===== src/rtl/ifetch_unit.sv =====
// Instruction fetch unit: single-outstanding memory requests feeding a 2-entry {word, pc} FIFO toward decode.
// Optional HALT-opcode detection is compiled in when IFETCH_HALT_DETECT_EN is defined.
module ifetch_unit #(
  parameter int              PC_W     = 9,
  parameter logic [PC_W-1:0] RESET_PC = '0
) (
  input  logic            clk,
  input  logic            rst_n,
  output logic            imem_req,
  output logic [PC_W-1:0] imem_addr,
  input  logic            imem_gnt,
  input  logic            imem_rvalid,
  input  logic [31:0]     imem_rdata,
  input  logic            redirect,
  input  logic [PC_W-1:0] redirect_pc,
  output logic            inst_valid,
  input  logic            inst_ready,
  output logic [31:0]     inst,
  output logic [PC_W-1:0] inst_pc,
  output logic            halted
);

  localparam logic [6:0] HALT_OPCODE = 7'b1111111;

  typedef struct packed {
    logic [31:0]     word;
    logic [PC_W-1:0] pc;
  } entry_t;

  entry_t          fifo_q [2];
  logic            rd_ptr_q;
  logic            wr_ptr_q;
  logic [1:0]      count_q;
  logic [PC_W-1:0] fetch_pc_q;
  logic [PC_W-1:0] req_pc_q;
  logic            outstanding_q;
  logic            discard_q;

  logic   in_fetch;
  logic   halt_pop;
  logic   redir;
  logic   fire;
  logic   push;
  logic   pop;
  logic   flush;
  entry_t head;

  assign head = fifo_q[rd_ptr_q];

`ifdef IFETCH_HALT_DETECT_EN
  typedef enum logic {
    S_FETCH,
    S_HALTED
  } state_t;

  state_t state_q;
  state_t state_d;

  always_ff @(posedge clk or negedge rst_n) begin
    if (!rst_n) state_q <= S_FETCH;
    else        state_q <= state_d;
  end

  // NOTE: state_d gets its default first so no path through this block can infer a latch.
  always_comb begin
    state_d = state_q;
    if (state_q == S_FETCH && halt_pop) state_d = S_HALTED;
  end

  // A redirect in the same cycle as the HALT pop wins: the HALT is treated as squashed.
  assign in_fetch = (state_q == S_FETCH);
  assign halt_pop = pop && (head.word[6:0] == HALT_OPCODE) && !redirect;
  assign halted   = (state_q == S_HALTED);
`else
  assign in_fetch = 1'b1;
  assign halt_pop = 1'b0;
  assign halted   = 1'b0;
`endif

  assign redir      = redirect && in_fetch;
  assign inst_valid = in_fetch && (count_q != 2'd0);
  assign pop        = inst_valid && inst_ready;

  // Requests are held off while reset is asserted so the port is quiet during reset.
  assign imem_req  = rst_n && in_fetch && !outstanding_q && !count_q[1] && !redirect && !halt_pop;
  assign imem_addr = fetch_pc_q;
  assign fire      = imem_req && imem_gnt;

  assign push  = imem_rvalid && outstanding_q && !discard_q;
  assign flush = redir || halt_pop || !in_fetch;

  assign inst    = inst_valid ? head.word : '0;
  assign inst_pc = inst_valid ? head.pc   : '0;

  // NOTE: all state below updates with non-blocking assignments so every flop sees pre-edge values.
  always_ff @(posedge clk or negedge rst_n) begin
    if (!rst_n) begin
      fetch_pc_q    <= RESET_PC;
      req_pc_q      <= RESET_PC;
      outstanding_q <= 1'b0;
      discard_q     <= 1'b0;
    end else begin
      if (redir)     fetch_pc_q <= redirect_pc;
      else if (fire) fetch_pc_q <= fetch_pc_q + PC_W'(4);

      if (fire) begin
        outstanding_q <= 1'b1;
        discard_q     <= 1'b0;
        req_pc_q      <= fetch_pc_q;
      end else if (imem_rvalid && outstanding_q) begin
        outstanding_q <= 1'b0;
        discard_q     <= 1'b0;
      end else if (redir && outstanding_q) begin
        discard_q <= 1'b1;
      end
    end
  end

  always_ff @(posedge clk or negedge rst_n) begin
    if (!rst_n) begin
      count_q  <= 2'd0;
      rd_ptr_q <= 1'b0;
      wr_ptr_q <= 1'b0;
    end else if (flush) begin
      count_q  <= 2'd0;
      rd_ptr_q <= 1'b0;
      wr_ptr_q <= 1'b0;
    end else begin
      if (push) wr_ptr_q <= ~wr_ptr_q;
      if (pop)  rd_ptr_q <= ~rd_ptr_q;
      case ({push, pop})
        2'b10:   count_q <= count_q + 2'd1;
        2'b01:   count_q <= count_q - 2'd1;
        default: count_q <= count_q;
      endcase
    end
  end

  // NOTE: FIFO storage has no reset; count_q alone says which entries are meaningful.
  always_ff @(posedge clk) begin
    if (push && !flush) fifo_q[wr_ptr_q] <= '{word: imem_rdata, pc: req_pc_q};
  end

endmodule


===== config.mk =====
export PLATFORM = sky130hd
export DESIGN_NAME = ifetch_unit
export DESIGN_NICKNAME = d
export VERILOG_FILES = /design/src/rtl/ifetch_unit.sv
export SDC_FILE = /design/constraint.sdc
export NUM_CORES = 1
export LEC_CHECK = 0
export CORE_MARGIN = 5
export CORE_UTILIZATION = 65
export CTS_CLUSTER_DIAMETER = 80
export DETAILED_ROUTE_END_ITERATION = 12
export DONT_BUFFER_PORTS = 1
export PLACE_DENSITY = 0.91
export SKIP_LAST_GASP = 1
export SYNTH_ARGS = -nofsm -noshare
export SYNTH_HDL_FRONTEND = slang
export SYNTH_SLANG_ARGS = --single-unit

===== constraint.sdc =====
create_clock -name clk -period 10.62 [get_ports clk]
set_input_delay 1.593 -clock clk [delete_from_list [all_inputs] [get_ports clk]]
set_output_delay 1.593 -clock clk [all_outputs]
set_load 0.005 [all_outputs]

# Word-level counts from Yosys, hierarchy flattened
# Memories as Yosys holds them, arrays and structs flattened.
# Cells that the tools add are included.
# totals
reg_bits	24
word_cells	52
ram_bits	82
in_bits	47
out_inout_bits	53
mem_count	1
# classes
n_mux	17
n_bitwise	2
eq_ne	2
n_reduce_logical	20
n_addsub	3
# memory_table
memory	depth	word_bits	read_ports	rd_ports_with_merged_regs	write_ports	line_no	source
fifo_q	2	41	1	0	1	30	entry_t fifo_q [2];
# ops
operator	n
two-way mux 32 bit	1
two-way mux 9 bit	3
two-way mux 1 bit	11
nonzero test 2 bit	5
adder 9 x 3 -> 9 bit, second input constant	1
logical AND 1 bit	9
nonzero test 3 bit	2
logical NOT 1 bit	4
one-hot mux 2 bit (2 select lines)	1
adder 2 x 1 -> 2 bit, second input constant	1
equality test 2 x 1 -> 1 bit, second input constant	1
equality test 2 bit, second input constant	1
two-way mux 2 bit	1
inverter 1 bit	2
subtractor 2 x 1 -> 2 bit, second input constant	1

# Logic depth before layout (Yosys ltp)
# depth
word_depth	7
ltp_mapped	4
ltp_nobuf	4

# Least setup slack after synthesis
# OpenSTA, ideal clock, no wires.
# synth_path
path_kind	input to register
start	input port redirect
end	memory fifo_q[0][0] in the netlist's numbering (enable)
path_buffers	2
arrival_time_ns	4.775
slack_ns	5.355
stages	3
required_ns	10.130
cell_sequence	buf_6 > clkbuf_1 > nor3_1
# synth_via
elab_chain_len	4
# synth_lines
item	line_no	source
from (decl)	14	input logic redirect,
logical NOT 1 bit	141	if (push && !flush) fifo_q[wr_ptr_q] <= '{word: imem_rdata, pc: req_pc_q};
logical AND 1 bit	141	
two-way mux 1 bit	141	
two-way mux 1 bit (not written as such)	141	
to (decl)	30	
# Every way passes these cells.

# Final worst setup path
# layout_path
start	input port redirect
end	output port imem_req
# layout_via
elab_chain_len	2
# layout_lines
item	line_no	source
logical NOT 1 bit	85	assign imem_req = rst_n && in_fetch && !outstanding_q && !count_q[1] && !redirect && !halt_pop;
logical AND 1 bit	85	
to (decl)	9	output logic imem_req,
# Every way passes these cells.

==> flow_summary_export.csv <==
group,metric,value,unit
run_status,status,"completed",
final_layout,syn_to_final_growth,6.08,%
cts,clk_pin_slew_worst_paths,90,ps
final_layout,final_nets,323,
pwr,cellPowerDensity,171,nW/um^2
synthesis,synth_ff_type,"edfxtp_1",
synthesis,synth-seq-cells,106,
floorplanning,ios,100,
cts,cts_buffers,9,
floorplanning,die_h,90.9,microns
setup_path,worst_path_max_delay_cell,"nor4b_4",
setup_path,reg2reg_slack,8670,ps
placement,numPortBuffers,0,
min_path,hold_end,"fifo_q[0][8]$_DFFE_PP_",
synthesis,syn_nets,324,
job,drv_cap,0,
cts,post-cts-setup-buffers,0,
floorplanning,num_rows,29,
sta,max-slew-margin-rel,36.5,%
sta,fin_crit_sh,34.1,%
synthesis,yosysWarnings,0,
pwr,leakage,1.53,nW
sta,tightest_slew,953,ps
setup_path,critPathMaxStageDelay,440,ps
cts,cts_buffer_depth,2,
pwr,switching_power,0.000161,W
setup_path,setup.worst_path.start_class,"input pin",
synthesis,yosys-top-cells-area,"edfxtp_1, dfrtp_1, mux2i_1",
setup_path,reg2reg_depth,2,
detailed_routing,viasPerCell,6.13,
detailed_routing,vias,2188,
sta,min_period,3620,ps
setup_path,path_class,"in -> out",
synthesis,avgSynthCellArea,15.4,sq um
setup_path,r2r-end,"fifo_q[1][14]$_DFFE_PP_",
min_path,min-delay-start,"req_pc_q[8]$_DFFE_PN0P_",
placement,gp_congestion,0.737,
floorplanning,initial_utilization,67.1,%
cts,tritoncts,"built",
cts,root_buffer,"clkbuf_8",
sta,finalClockSkew,8.95,ps
sta,whs,482,ps
min_path,min_delay_path_depth,0,
setup_path,cpLargestDelayFamily,"simple AND/OR/NAND/NOR gates",
synthesis,synth_edf_count,82,
detailed_routing,final_antenna_net_count,0,
global_routing,grt_max_degree,43,
detailed_routing,drc,0,
pwr,pwr-share-seq,63.3,%
sta,finalHoldViolCount,0,
pwr,clkPwrFrac,31.4,%
cts,clk_latency,340,ps
setup_path,critical_path.max_fanout,22,
floorplanning,die_area,8270,sq um
synthesis,synth_cell_types,35,
setup_path,end_kind,"output port",
pwr,switching_share,20.8,%
placement,dp_hpwl,4960,microns
global_routing,grt_antenna_before_repair,0,
setup_path,cp.arrival,2030,ps
sta,setup-violations-final,0,
setup_path,crit_chain,"nor4b_4",
synthesis,yosys-top-cells-count,"edfxtp_1, nor2_1, mux2i_1",
detailed_routing,wl_per_cell,20.6,microns
synthesis,synthMostInstantiatedCell,"edfxtp_1",
global_routing,grt_remaining_overflow,0,
synthesis,synth_cells,276,
final_layout,fill_cells,410,
final_layout,multi_input_area,1110,sq um
setup_path,cp_num_buf_inv,0,
detailed_routing,first_pass_iters,5,
global_routing,grt_first_pass_wirelength,11800,microns
synthesis,synth_seq_area_share,71.9,%
final_layout,regArea,3060,sq um
setup_path,rr_startpoint,"outstanding_q$_DFFE_PN0P_",
setup_path,required,9030,ps
floorplanning,dieWidth,90.9,microns
detailed_routing,drt_wl_total,7340,microns
sta,timing.fmax,0.276,GHz
final_layout,drive_gt1_share,13.2,%
synthesis,synth_async_sr_flop_share,22.6,%
synthesis,netlist_area,4260,sq um
final_layout,insertedDiodeCount,0,
pwr,p_int,0.000613,W
sta,finalSetupTns,0,ps
cts,cts.sinks,106,
sta,rsz0062_at_grt,"no",
pwr,p_comb_share,5.3,%
min_path,hold_path_class,"reg -> reg",
global_routing,grt_usage,18.0,%
detailed_routing,drt_first_iter_violations,101,
cts,htree_levels,3,
global_routing,grt_pass1_vias,2204,
synthesis,synth_top_cell_area_share,57.8,%
synthesis,yosys.area.top_type,"edfxtp_1",
floorplanning,core_area,6350,sq um
pwr,ir_worst_vdd,104,uV
sta,final-max-slew-violation-count,0,
cts,cts_resized,0,
cts,cts_hold_buf,0,
==> power groups by stage <==
stage / Combinational, W / Sequential [W] / Clock (W)
final: 0.0000411 / 0.000489 / 0.000243
after global routing: 0.0000458 / 0.000492 / 0.000264
after CTS: 0.0000419 / 0.000489 / 0.000247
after detailed placement: 0.0000418 / 0.000498 / 0
after global placement: 0.0000396 / 0.000496 / 0
after floorplan: 0.0000381 / 0.000491 / 0
==> flip-flops by register name, indices dropped and copies added (netlist names) <==
| name | cells |
|---|---|
| fifo_q | 82 |
| imem_addr | 9 |
| req_pc_q | 9 |
| count_q | 2 |
| discard_q | 1 |
| outstanding_q | 1 |
| rd_ptr_q | 1 |
| wr_ptr_q | 1 |
==> area by class of cell <==
class	count	share of cell area, %
well taps	77	2.13
clock buffers	13	4.21
flip-flops and latches	106	67.8
repair buffers	2	0.332
multi-input cells	151	24.7
inverters	5	0.416
clock inverters	3	0.416
==> kinds of logic (layout without fill, tap and decap cells) <==
logic type               count (synthesis)  after routing  share of synthesized area, %
XOR/XNOR                                 2              2                         0.411
AO/OA/AOI/OAI                           17             17                          2.85
buffers and inverters                   19             23                          2.23
flip-flops                             106            106                          71.9
adder cells (fa/ha/maj)                  1              1                         0.294
AND/OR/NAND/NOR                         78             78                          9.11
multiplexers                            52             52                          13.1
other                                    1              1                        0.0881
==> layout by cell type (no fill, tap or decap), types with 2 or more instances in the layout <==
| cell type | n |
|---|---|
| dfrtp_1 | 23 |
| o311ai_0 | 2 |
| nor2_1 | 43 |
| nand3_1 | 7 |
| mux2_4 | 6 |
| buf_4 | 2 |
| a21oi_1 | 3 |
| clkinv_2 | 2 |
| nand3b_1 | 2 |
| o21ai_0 | 3 |
| or3_1 | 2 |
| mux2i_1 | 41 |
| edfxtp_1 | 82 |
| nor2b_1 | 2 |
| nand2_1 | 8 |
| and3b_2 | 2 |
| clkbuf_8 | 12 |
| or4_1 | 3 |
| o211ai_1 | 6 |
| inv_1 | 5 |
| mux2_2 | 5 |
==> layer usage <==
metal | global-route usage [%] | wire length, microns | share of wire, % | vias to the layer above
li1 | - | - | - | 1017
met1 | 23.6 | 2920 | 40 | 1088
met2 | 28.6 | 3760 | 51 | 81
met3 | 5.87 | 629 | 8.6 | 2
met4 | 5.87 | 29 | 0.40 | 0
met5 | 0 | 0 | 0 | -
==> worst max-delay path by stage <==
stage                   from                      to  slack (ps)  cells after the start
CTS                 redirect                imem_req        6990                      1
floorplan           redirect  fifo_q[0][0]$_DFFE_PP_        5360                      3
finish              redirect                imem_req        7000                      1
detailed placement  redirect                imem_req        6990                      1
global placement    redirect                imem_req        7010                      1
global route        redirect                imem_req        6940                      1
==> through the flow <==
| step | power, W | cells | utilization, % | area, sq um | setup WS (ps) |
|---|---|---|---|---|---|
| 5_1_grt | 0.000802 | 357 | 71.1 | 4520 | 6940 |
| 2_1_floorplan | 0.000529 | 276 | - | 4260 | 5360 |
| 6_report | 0.000773 | 357 | 71.1 | 4520 | 7000 |
| 3_5_place_dp | 0.000540 | 341 | 67.8 | 4310 | 6990 |
| 4_1_cts | 0.000778 | 357 | 71.1 | 4520 | 6990 |
| 3_3_place_gp | 0.000535 | 341 | 67.8 | 4310 | 7010 |
No activity file was read; power rests on OpenSTA's default activity.
